**src/rtl/snek_game_ctrl_if.sv**
```systemverilog
`timescale 1ns/1ps
// Bundle between the snek game sequencer and the rest of the top level:
// button/snake status in, phase, direction, tick and score out.
interface snek_game_ctrl_if;
    logic [3:0] buttons;
    logic [7:0] snek_len;
    logic       ate;
    logic       dead;
    logic       frame_tick;
    logic [1:0] dir;
    logic       game_rst;
    logic       run;
    logic       splash_en;
    logic       flash;
    logic [7:0] score;
    logic [7:0] hiscore;
    logic [1:0] state;

    modport master (
        output buttons, snek_len, ate, dead,
        input  frame_tick, dir, game_rst, run, splash_en, flash, score, hiscore, state
    );

    modport slave (
        input  buttons, snek_len, ate, dead,
        output frame_tick, dir, game_rst, run, splash_en, flash, score, hiscore, state
    );
endinterface

```
**src/rtl/snek_game_ctrl.sv**
```systemverilog
`timescale 1ns/1ps
// Snek game sequencer: splash/play/dying/over phases, speed-scaled frame tick,
// game reset pulse and a two-deep filtered direction command queue.
module snek_game_ctrl #(
    parameter int unsigned MS_CYCLES   = 12500,
    parameter int unsigned SPLASH_MS   = 10000,
    parameter int unsigned TICK_BASE   = 6250000,
    parameter int unsigned TICK_STEP   = 200000,
    parameter int unsigned TICK_MIN    = 1000000,
    parameter int unsigned FLASH_TICKS = 6
) (
    input  logic            clk,
    input  logic            rst_n,
    snek_game_ctrl_if.slave bus
);
    typedef enum logic [1:0] {
        ST_SPLASH = 2'd0,
        ST_PLAY   = 2'd1,
        ST_DYING  = 2'd2,
        ST_OVER   = 2'd3
    } state_t;

    state_t      state_q, state_d;
    logic [1:0]  dir_q, dir_d;
    logic [1:0]  q_mem_q [2];
    logic [1:0]  q_mem_d [2];
    logic [1:0]  q_cnt_q, q_cnt_d;
    logic [3:0]  btn_prev_q, btn_prev_d;
    logic [31:0] tick_cnt_q, tick_cnt_d;
    logic [31:0] period_q, period_d;
    logic [31:0] ms_cyc_q, ms_cyc_d;
    logic [31:0] ms_cnt_q, ms_cnt_d;
    logic [7:0]  score_q, score_d;
    logic [7:0]  hiscore_q, hiscore_d;
    logic [7:0]  flash_cnt_q, flash_cnt_d;
    logic        flash_q, flash_d;
    logic        holdoff_q, holdoff_d;
    logic        game_rst_q, game_rst_d;
    logic        run_q, run_d;
    logic        splash_en_q, splash_en_d;

    logic [3:0]  rise;
    logic        press_any;
    logic [1:0]  press_dir;
    logic        tick;
    logic [31:0] step_prod;
    logic [31:0] period_calc;
    logic        start;
    logic        ms_wrap;
    logic [1:0]  pq_mem [2];
    logic [1:0]  pq_cnt;
    logic [1:0]  pdir;
    logic [1:0]  ref_dir;
    logic        accept;

    // Only one press per cycle: left > right > up > down.
    always_comb begin
        rise      = bus.buttons & ~btn_prev_q;
        press_any = |rise;
        if (rise[1])      press_dir = 2'd0;
        else if (rise[0]) press_dir = 2'd1;
        else if (rise[2]) press_dir = 2'd2;
        else              press_dir = 2'd3;
    end

    always_comb begin
        step_prod = TICK_STEP * 32'(bus.snek_len);
        if (step_prod >= TICK_BASE || (TICK_BASE - step_prod) < TICK_MIN)
            period_calc = TICK_MIN;
        else
            period_calc = TICK_BASE - step_prod;
        tick       = (tick_cnt_q == period_q - 32'd1);
        tick_cnt_d = tick ? 32'd0 : tick_cnt_q + 32'd1;
        period_d   = tick ? period_calc : period_q;
        btn_prev_d = bus.buttons;
    end

    // Pop first, then filter the press against the post-pop tail or dir.
    always_comb begin
        pq_mem = q_mem_q;
        pq_cnt = q_cnt_q;
        pdir   = dir_q;
        if (tick && q_cnt_q != 2'd0) begin
            pdir      = q_mem_q[0];
            pq_mem[0] = q_mem_q[1];
            pq_cnt    = q_cnt_q - 2'd1;
        end
        if (pq_cnt == 2'd2)      ref_dir = pq_mem[1];
        else if (pq_cnt == 2'd1) ref_dir = pq_mem[0];
        else                     ref_dir = pdir;
        accept = press_any && (pq_cnt != 2'd2) && (press_dir != ref_dir)
                 && (press_dir != (ref_dir ^ 2'd1));
        if (accept) begin
            if (pq_cnt == 2'd0) pq_mem[0] = press_dir;
            else                pq_mem[1] = press_dir;
            pq_cnt = pq_cnt + 2'd1;
        end
    end

    always_comb begin
        state_d     = state_q;
        dir_d       = dir_q;
        q_mem_d     = q_mem_q;
        q_cnt_d     = q_cnt_q;
        score_d     = score_q;
        hiscore_d   = hiscore_q;
        flash_d     = flash_q;
        flash_cnt_d = flash_cnt_q;
        ms_cyc_d    = ms_cyc_q;
        ms_cnt_d    = ms_cnt_q;
        holdoff_d   = holdoff_q;
        game_rst_d  = 1'b0;
        start       = 1'b0;
        ms_wrap     = (ms_cyc_q == MS_CYCLES - 1);

        case (state_q)
            ST_SPLASH: begin
                ms_cyc_d = ms_wrap ? 32'd0 : ms_cyc_q + 32'd1;
                if (ms_wrap) ms_cnt_d = ms_cnt_q + 32'd1;
                if (press_any || (ms_wrap && ms_cnt_q == SPLASH_MS - 1)) start = 1'b1;
            end
            ST_PLAY: begin
                dir_d   = pdir;
                q_mem_d = pq_mem;
                q_cnt_d = pq_cnt;
                if (bus.ate && score_q != 8'hFF) score_d = score_q + 8'd1;
                if (bus.dead) begin
                    state_d     = ST_DYING;
                    flash_d     = 1'b1;
                    flash_cnt_d = 8'd0;
                end
            end
            ST_DYING: begin
                if (flash_cnt_q == 8'(FLASH_TICKS)) begin
                    state_d   = ST_OVER;
                    flash_d   = 1'b0;
                    holdoff_d = 1'b1;
                    if (score_q > hiscore_q) hiscore_d = score_q;
                end else if (tick) begin
                    flash_d     = ~flash_q;
                    flash_cnt_d = flash_cnt_q + 8'd1;
                end
            end
            ST_OVER: begin
                if (tick) holdoff_d = 1'b0;
                if (press_any && !holdoff_q) start = 1'b1;
            end
            default: state_d = ST_SPLASH;
        endcase

        if (start) begin
            state_d    = ST_PLAY;
            game_rst_d = 1'b1;
            score_d    = 8'd0;
            dir_d      = 2'd0;
            q_cnt_d    = 2'd0;
            ms_cyc_d   = 32'd0;
            ms_cnt_d   = 32'd0;
            holdoff_d  = 1'b0;
        end

        run_d       = (state_d == ST_PLAY);
        splash_en_d = (state_d == ST_SPLASH);
    end

    always_ff @(posedge clk or negedge rst_n) begin
        if (!rst_n) begin
            state_q     <= ST_SPLASH;
            dir_q       <= 2'd0;
            q_mem_q[0]  <= 2'd0;
            q_mem_q[1]  <= 2'd0;
            q_cnt_q     <= 2'd0;
            btn_prev_q  <= 4'd0;
            tick_cnt_q  <= 32'd0;
            period_q    <= TICK_BASE;
            ms_cyc_q    <= 32'd0;
            ms_cnt_q    <= 32'd0;
            score_q     <= 8'd0;
            hiscore_q   <= 8'd0;
            flash_cnt_q <= 8'd0;
            flash_q     <= 1'b0;
            holdoff_q   <= 1'b0;
            game_rst_q  <= 1'b0;
            run_q       <= 1'b0;
            splash_en_q <= 1'b1;
        end else begin
            state_q     <= state_d;
            dir_q       <= dir_d;
            q_mem_q     <= q_mem_d;
            q_cnt_q     <= q_cnt_d;
            btn_prev_q  <= btn_prev_d;
            tick_cnt_q  <= tick_cnt_d;
            period_q    <= period_d;
            ms_cyc_q    <= ms_cyc_d;
            ms_cnt_q    <= ms_cnt_d;
            score_q     <= score_d;
            hiscore_q   <= hiscore_d;
            flash_cnt_q <= flash_cnt_d;
            flash_q     <= flash_d;
            holdoff_q   <= holdoff_d;
            game_rst_q  <= game_rst_d;
            run_q       <= run_d;
            splash_en_q <= splash_en_d;
        end
    end

    assign bus.frame_tick = tick;
    assign bus.dir        = dir_q;
    assign bus.game_rst   = game_rst_q;
    assign bus.run        = run_q;
    assign bus.splash_en  = splash_en_q;
    assign bus.flash      = flash_q;
    assign bus.score      = score_q;
    assign bus.hiscore    = hiscore_q;
    assign bus.state      = state_q;
endmodule

```
**src/flat_wrapper.sv**
```systemverilog
// flat-port wrapper written by rule: the top's interface ports become plain ports
module snek_game_ctrl_flat 
#(
    parameter int unsigned MS_CYCLES   = 12500,
    parameter int unsigned SPLASH_MS   = 10000,
    parameter int unsigned TICK_BASE   = 6250000,
    parameter int unsigned TICK_STEP   = 200000,
    parameter int unsigned TICK_MIN    = 1000000,
    parameter int unsigned FLASH_TICKS = 6
)
  (clk, rst_n, bus_buttons, bus_snek_len, bus_ate, bus_dead, bus_frame_tick, bus_dir, bus_game_rst, bus_run, bus_splash_en, bus_flash, bus_score, bus_hiscore, bus_state);
  snek_game_ctrl_if bus_i ();
  input  logic clk;
  input  logic rst_n;
  input wire logic [$bits(bus_i.buttons)-1:0] bus_buttons;
  input wire logic [$bits(bus_i.snek_len)-1:0] bus_snek_len;
  input wire logic [$bits(bus_i.ate)-1:0] bus_ate;
  input wire logic [$bits(bus_i.dead)-1:0] bus_dead;
  output wire logic [$bits(bus_i.frame_tick)-1:0] bus_frame_tick;
  output wire logic [$bits(bus_i.dir)-1:0] bus_dir;
  output wire logic [$bits(bus_i.game_rst)-1:0] bus_game_rst;
  output wire logic [$bits(bus_i.run)-1:0] bus_run;
  output wire logic [$bits(bus_i.splash_en)-1:0] bus_splash_en;
  output wire logic [$bits(bus_i.flash)-1:0] bus_flash;
  output wire logic [$bits(bus_i.score)-1:0] bus_score;
  output wire logic [$bits(bus_i.hiscore)-1:0] bus_hiscore;
  output wire logic [$bits(bus_i.state)-1:0] bus_state;
  assign bus_i.buttons = bus_buttons;
  assign bus_i.snek_len = bus_snek_len;
  assign bus_i.ate = bus_ate;
  assign bus_i.dead = bus_dead;
  assign bus_frame_tick = bus_i.frame_tick;
  assign bus_dir = bus_i.dir;
  assign bus_game_rst = bus_i.game_rst;
  assign bus_run = bus_i.run;
  assign bus_splash_en = bus_i.splash_en;
  assign bus_flash = bus_i.flash;
  assign bus_score = bus_i.score;
  assign bus_hiscore = bus_i.hiscore;
  assign bus_state = bus_i.state;
  snek_game_ctrl #(.MS_CYCLES(MS_CYCLES), .SPLASH_MS(SPLASH_MS), .TICK_BASE(TICK_BASE), .TICK_STEP(TICK_STEP), .TICK_MIN(TICK_MIN), .FLASH_TICKS(FLASH_TICKS)) u_core (.clk(clk), .rst_n(rst_n), .bus(bus_i));
endmodule
```
**config.mk**
```make
export PLATFORM = sky130hd
export DESIGN_NAME = snek_game_ctrl_flat
export DESIGN_NICKNAME = d
export VERILOG_FILES = /design/src/rtl/snek_game_ctrl_if.sv /design/src/rtl/snek_game_ctrl.sv /design/src/flat_wrapper.sv
export SDC_FILE = /design/constraint.sdc
export NUM_CORES = 1
export LEC_CHECK = 0
export CAP_MARGIN = 20
export CORE_ASPECT_RATIO = 0.6
export CORE_MARGIN = 8
export CORE_UTILIZATION = 50
export DETAILED_ROUTE_END_ITERATION = 12
export PLACE_DENSITY_LB_ADDON = 0.05
export RECOVER_POWER = 50
export SLEW_MARGIN = 40
export SYNTH_ARGS = -nofsm -noshare
export SYNTH_HDL_FRONTEND = slang
export SYNTH_SLANG_ARGS = --single-unit
```
**constraint.sdc**
```tcl
create_clock -name clk -period 11.1 [get_ports clk]
set_clock_uncertainty 0.15 [all_clocks]
set_input_delay 1.11 -clock clk [delete_from_list [all_inputs] [get_ports clk]]
set_output_delay 1.11 -clock clk [all_outputs]
set_load 0.005 [all_outputs]
```
### Yosys cells after proc, flatten, opt, wreduce, memory -nomap -nowiden

Index checks and enable logic that the tools add are counted.

| storage, ports and cells | value |
|---|---|
| bits in registers | 171 |
| bits in latches | 0 |
| RAM bits | 0 |
| bits in read-only memories | 0 |
| input bits | 16 |
| output and inout port bits | 25 |
| word-level logic and storage cells | 131 |
| memories kept | 0 |

| cells by class | value |
|---|---|
| $add $sub $neg | 9 |
| $mul | 1 |
| div/mod/pow operators | 0 |
| $lt $le $gt $ge | 3 |
| eq/ne operators | 20 |
| shift operators | 0 |
| multiplexer cells | 47 |
| bitwise logic cells | 5 |
| reductions and logical operators | 28 |

Operators with widths:

| kind | count |
|---|---|
| two-way mux 32 bit | 8 |
| adder 32 x 1 -> 32 bit (second input constant) | 3 |
| equality test 32 x 14 -> 1 bit (second input constant) | 2 |
| two-way mux 8 bit | 6 |
| two-way mux 2 bit | 17 |
| equality test 32 bit | 1 |
| < comparator 32 x 20 -> 1 bit (second input constant) | 1 |
| subtractor 32 x 1 -> 32 bit (second input constant) | 1 |
| subtractor 23 x 26 -> 27 bit (first input constant) | 1 |
| greater-or-equal comparator 26 x 23 -> 1 bit (second input constant) | 1 |
| multiplier 12 x 8 -> 20 bit (first input constant) | 1 |
| adder 8 x 1 -> 8 bit (second input constant) | 2 |
| one-hot mux 8 bit (2 select lines) | 1 |
| AND reduction 3 bit | 4 |
| nonzero test 2 bit | 6 |
| two-way mux 1 bit | 10 |
| inequality test 3 x 1 -> 1 bit (second input constant) | 3 |
| equality test 8 x 3 -> 1 bit (second input constant) | 1 |
| greater-than comparator 8 bit | 1 |
| inequality test 8 bit (second input constant) | 1 |
| logical AND 1 bit | 7 |
| equality test 2 x 1 -> 1 bit (second input constant) | 3 |
| equality test 2 bit (second input constant) | 3 |
| logical NOT 2 bit | 3 |
| 17 further kinds | 26 |

### Logic depth before layout (Yosys ltp)

| depth | value |
|---|---|
| depth after elaboration | 13 |
| gate-level depth with buffers | 20 |
| gate-level depth less buffers | 19 |

### Worst setup path before layout

Ideal clock, no wire load.

| timing | value |
|---|---|
| kind | input-to-reg |
| start point | input port bus_snek_len[2] |
| end point | register u_core.period_q[6] |
| library setup time | 119 ps |
| arrival | 5,725 ps |
| required time | 10,831 ps |
| slack | 5,107 ps |
| stages on the path | 16 |
| buffers on the path | 0 |
| path through | ha_1 ha_1 inv_1 fa_1 inv_1 fa_1 ha_1 nor2b_1 o21a_1 a21oi_1 o21ai_0 a211oi_1 nor2_1 nor4_1 o211ai_1 o21a_1 |

| on the way | value |
|---|---|
| cells in the longest elaborated chain, start to end | 5 |
| elaborated cells on any way between the ends | 6 |
| those cells by class | add/sub (1); mul (1); order compare (2); mux (1); reduce/logical (1) |

Ends and longest elaborated chain:

| item | RTL line | source |
|---|---|---|
| start, declared | flat_wrapper.sv:16 | `input wire logic [$bits(bus_i.snek_len)-1:0] bus_snek_len;` |
| multiplier 12 x 8 -> 20 bit (*) | snek_game_ctrl.sv:67 | `step_prod = TICK_STEP * 32'(bus.snek_len);` |
| subtractor 23 x 26 -> 27 bit | snek_game_ctrl.sv:68 | `if (step_prod >= TICK_BASE \|\| (TICK_BASE - step_prod) < TICK_MIN)` |
| < comparator 32 x 20 -> 1 bit | snek_game_ctrl.sv:68 |  |
| logical OR 1 bit (*) | snek_game_ctrl.sv:68 |  |
| two-way mux 32 bit (*) | snek_game_ctrl.sv:68 |  |
| end signal, assigned | snek_game_ctrl.sv:193 | `period_q <= period_d;` |
| end, declared | snek_game_ctrl.sv:30 | `logic [31:0] period_q, period_d;` |

Every way passes the cells marked *; elsewhere a longest branch is shown, timed or not.
A chain may end at the register's enable or synchronous reset.

### Worst setup path in the final report

| timing | value |
|---|---|
| start point | input port bus_snek_len[4] |
| end point | register u_core.period_q[6] |

The elaborated chain is that of the path after synthesis.

==> summary.md <==
## Drt
- **via total after detailed routing** 8780
- **Vias per Instance** 5.705
- **wire length on met2** 9740 um
- **average wire per standard cell** 16.74 um
- **Antenna Violating Nets Remaining** 0
- **top layer in use** met4
- **post-detailed-routing wire length** 25770 um
- **drt first pass iters** 5
- **count of routing violations after the opening detailed-route iteration** 573
- **remaining routing DRC violations** 0
- **sum of routed wire segments on met1** 14500 um
- **routed length on met3** 1320 um

## Timing
- **Final Cycle Share** 59.23%
- **Worst slew margin** -90.22%
- **number of hold violations in the final report** 0
- **setup violation total in the final timing report** 0
- **RSZ-0062 raised after global routing** false
- **maximum frequency from static timing analysis** 152.1 MHz
- **worst slew pin tran** 2853 ps
- **total count of max-transition violations in the final report** 93
- **clock period minus worst slack** 6575 ps
- **Total Neg Setup Slack** 0 ps

## Power and ir drop
- **power density cells** 176.1 nW/um2
- **total leakage power** 0.005430 uW
- **worst-case vdd ir drop** 111.1 uV

## Setup path
- **FF-to-FF Start** u_core.period_q[6]
- **Crit-path slowest cell** sky130_fd_sc_hd__a2111oi_0
- **sort of element at the start of the critical path** input pin
- **register-to-register setup slack** 5460 ps
- **critical path arrival** 6740 ps
- **crit end category** flip-flop
- **Setup Crit Path Kind** input pin to flip-flop
- **cells along the critical path** clkdlybuf4s50_1, ha_1, ha_1, inv_1, fa_1, inv_1, fa_1, ha_1, a21oi_1, o22ai_1, a2111oi_0, o31ai_1, a211oi_1, o2111ai_1, nor3_4, buf_6, o211ai_1, o21a_1
- **CP max FO** 15
- **critical path's largest stage delay** 700 ps
- **depth of the most critical reg-to-reg path** 19
- **most frequent CP cell** sky130_fd_sc_hd__ha_1
- **Worst EP required** 11270 ps
- **Worst R2R End** u_core.q_mem_q[0]

## Layout
- **share of final-layout standard cells stronger than drive strength 1** 6.704%
- **ANT cells** 0
- **footprint of the multi-input gates** 6643 um2
- **Filler Cells Inserted** 1984
- **summed area of non-filler cells in the final layout** 12310 um2
- **net count reported at finish** 1344
- **final cell count without fillers** 1539
- **synthesis-to-layout area growth** 11.74%
- **flip-flop and latch area** 4045 um2

## Yosys
- **Synth Area per Inst** 9.138 um2
- **number of flip-flops and latches in the synthesized netlist** 161
- **post-synthesis net count** 1310
- **Main synth FF type** sky130_fd_sc_hd__dfrtp_1
- **Post-Syn Area** 11020 um2
- **number of flops mapped to enable cells by yosys** 0
- **share of flip-flops with an asynchronous set or reset after synthesis** 100.0%
- **sequential fraction of the synthesis area** 36.71%
- **number of library cell types mapped by synthesis** 72
- **Ys Warns** 0
- **post-synthesis cell count** 1206

## Global routing
- **residual overflow from global routing** 0
- **via count of the first global-routing pass** 8207
- **wire length of the first global-routing pass** 43040 um
- **largest net degree at the start of global routing** 91
- **number of antenna violations at the first check in global routing** 0
- **Global Route Usage Sum** 19.41%

## Placement
- **Post-Place Cells** 1505
- **quantity of I/O buffers inserted on ports** 40
- **placed inst area** 11700 um2
- **post-DP HPWL** 19080 um
- **routability-driven placement congestion ratio** 0.8669

## Hold path
- **Worst Hold Endpoint** u_core.tick_cnt_q[0]
- **Worst Hold Class** flip-flop to flip-flop
- **Hold Crit Start** u_core.tick_cnt_q[0]
- **number of cells on the worst hold path** 1

## Floorplanning
- **die area** 27200 um2
- **width of the chip** 207.7 um
- **Cell Rows** 42
- **number of top-level pins** 41
- **floorplan core area** 21860 um2
- **initial cell density of the core** 50.41%
- **die span in y** 131 um

## Clock tree
- **clock latency reported for the late side of the worst-skew pair** 430 ps
- **CTS clock-pin slew for the worst setup and hold paths** 70 ps
- **Clock Root Buffer** sky130_fd_sc_hd__clkbuf_16
- **H-tree depth reported by CTS** 4
- **number of clock sinks** 161
- **Bufs on Longest Clock Path** 2
- **Resized Gates After CTS** 0
- **quantity of hold-fixing buffers added after cts** 0
- **post-CTS setup buffer count** 0
- **CTS tree** done
- **number of buffers inserted during clock tree synthesis** 17

## Run status
- **result of the run** complete, but fails checks
- **violations in the final reports** max-capacitance violations, max-slew violations

## Job
- **number of violations of the max-capacitance limit** 2

synthesized netlist by cell type, types with 3 or more instances:
cell                          n  area, um2
sky130_fd_sc_hd__dfrtp_1    148       3704
sky130_fd_sc_hd__nor2_1     143      536.8
sky130_fd_sc_hd__nand2_1     91      341.6
sky130_fd_sc_hd__xor2_1      83      727.0
sky130_fd_sc_hd__ha_1        76      950.9
sky130_fd_sc_hd__o21ai_0     56      280.3
sky130_fd_sc_hd__xnor2_1     55      481.7
sky130_fd_sc_hd__inv_1       53      198.9
sky130_fd_sc_hd__a21oi_1     45      225.2
sky130_fd_sc_hd__nand3_1     37      185.2
sky130_fd_sc_hd__and3_1      31      193.9
sky130_fd_sc_hd__or3_1       29      181.4
sky130_fd_sc_hd__nor3_1      25      125.1
sky130_fd_sc_hd__nor4_1      22      137.6
sky130_fd_sc_hd__nand4_1     21      131.4
sky130_fd_sc_hd__clkbuf_1    20      75.07
sky130_fd_sc_hd__and2_1      14      87.58
sky130_fd_sc_hd__o2111ai_1   14      122.6
sky130_fd_sc_hd__o21a_1      14      105.1
sky130_fd_sc_hd__dfstp_2     13      341.6
sky130_fd_sc_hd__mux2i_1     13      130.1
sky130_fd_sc_hd__nor2b_1     13      81.33
sky130_fd_sc_hd__fa_1        12      240.2
sky130_fd_sc_hd__mux2_2      12      135.1
sky130_fd_sc_hd__nand2b_1    12      75.07
sky130_fd_sc_hd__a211oi_1    11      82.58
sky130_fd_sc_hd__o22ai_1     10      62.56
sky130_fd_sc_hd__a31oi_1      9      56.30
sky130_fd_sc_hd__and4_1       9      78.83
sky130_fd_sc_hd__a32oi_1      8      70.07
sky130_fd_sc_hd__o211ai_1     8      60.06
sky130_fd_sc_hd__a21o_1       7      52.55
sky130_fd_sc_hd__buf_1        6      22.52
sky130_fd_sc_hd__or2_2        6      37.54
sky130_fd_sc_hd__buf_2        5      25.02
sky130_fd_sc_hd__nor3b_1      5      37.54
sky130_fd_sc_hd__nor4b_1      5      43.79
sky130_fd_sc_hd__or4_1        5      37.54
sky130_fd_sc_hd__a22o_1       3      26.28
sky130_fd_sc_hd__a22oi_1      3      22.52
sky130_fd_sc_hd__nor4_2       3      37.54
sky130_fd_sc_hd__o2111a_1     3      33.78
sky130_fd_sc_hd__o21ai_1      3      15.01
sky130_fd_sc_hd__o31ai_1      3      22.52
kinds of logic after synthesis:
| logic type | count (synthesis) | share of synthesized area, % |
|---|---|---|
| adders and majority gates | 88 | 10.81 |
| xor gates and xnor gates | 138 | 10.97 |
| AOI/OAI and AO/OA | 220 | 13.15 |
| buffers and inverters | 87 | 3.156 |
| muxes | 25 | 2.407 |
| and+or+nand+nor | 487 | 22.81 |
| DFF | 161 | 36.71 |
critical path: cells and delay by family:
family,cells,cell delay (ps)
adder cells (fa/ha/maj),5,1870
AND/OR/NAND/NOR,1,420
buffers and inverters,4,900
AO/OA/AOI/OAI,8,2450
per-stage QoR:
step                      util, %  hold slack, ps  power, uW  setup WS [ps]
after global placement      53.46           302.7       1554           4085
after CTS                   56.28           324.0       2180           4307
final                       56.33           322.1       2169           4525
after detailed placement    53.50           307.2       1557           3858
after global routing        56.33           333.7       2315           4160
after floorplan                 -           282.9       1304           5107
flip-flops by register name, summed over array words and instances (netlist names):
register / cells
u_core.bus.game_rst: 1
u_core.bus.run: 1
u_core.period_q: 22
u_core.bus.hiscore: 8
u_core.bus.dir: 2
u_core.bus.state: 2
u_core.bus.score: 8
u_core.q_mem_q: 4
u_core.ms_cnt_q: 32
u_core.bus.splash_en: 1
u_core.btn_prev_q: 4
u_core.flash_cnt_q: 8
u_core.q_cnt_q: 2
u_core.tick_cnt_q: 32
u_core.ms_cyc_q: 32
u_core.bus.flash: 1
u_core.holdoff_q: 1
worst max path at each step:
stage	from	end	slack, ps
after floorplan	bus_snek_len[2]	u_core.period_q[6]	5110
after global placement	bus_snek_len[2]	u_core.period_q[6]	4090
after detailed placement	bus_snek_len[4]	u_core.period_q[6]	3860
after CTS	bus_snek_len[4]	u_core.period_q[6]	4310
after global routing	bus_snek_len[4]	u_core.period_q[6]	4160
final	bus_snek_len[4]	u_core.period_q[6]	4530
where the power goes:
part / total, uW / internal (uW) / switching, uW
Clock: 608 / 358 / 249
Combinational: 860 / 315 / 545
Sequential: 701 / 641 / 59.9
area by class of cell:
type	instances	area share, %
Multi-Input combinational cell	958	53.94
Sequential cell	161	32.85
Clock buffer	22	3.932
Timing Repair Buffer	48	3.719
Tap cell	286	2.906
Inverter	54	1.646
Clock inverter	10	1.006
layout by cell type, fill, tap and decap left out, drive strengths merged, types with 9 or more instances in the layout:
cell | synthesis | final
a211oi | 11 | 11
a21oi | 45 | 45
a31oi | 9 | 9
and2 | 14 | 14
and3 | 31 | 31
and4 | 9 | 9
clkbuf | 20 | 24
clkdlybuf4s50 | 0 | 35
dfrtp | 148 | 148
dfstp | 13 | 13
fa | 12 | 12
ha | 76 | 76
inv | 54 | 57
mux2 | 12 | 12
mux2i | 13 | 13
nand2 | 91 | 91
nand2b | 12 | 12
nand3 | 37 | 37
nand4 | 21 | 21
nor2 | 143 | 143
nor2b | 13 | 13
nor3 | 27 | 27
nor4 | 25 | 25
o2111ai | 14 | 14
o21a | 14 | 14
o21ai | 59 | 59
o22ai | 10 | 10
or3 | 30 | 30
xnor2 | 55 | 55
xor2 | 83 | 83
per-layer routing:
layer / vias up / track usage (%)
met2: 177 / 25.62
met4: 0 / 4.489
met3: 20 / 4.621
li1: 4401 / -
met5: - / 0
met1: 4182 / 30.74
Power figures use the tool's default switching activity.
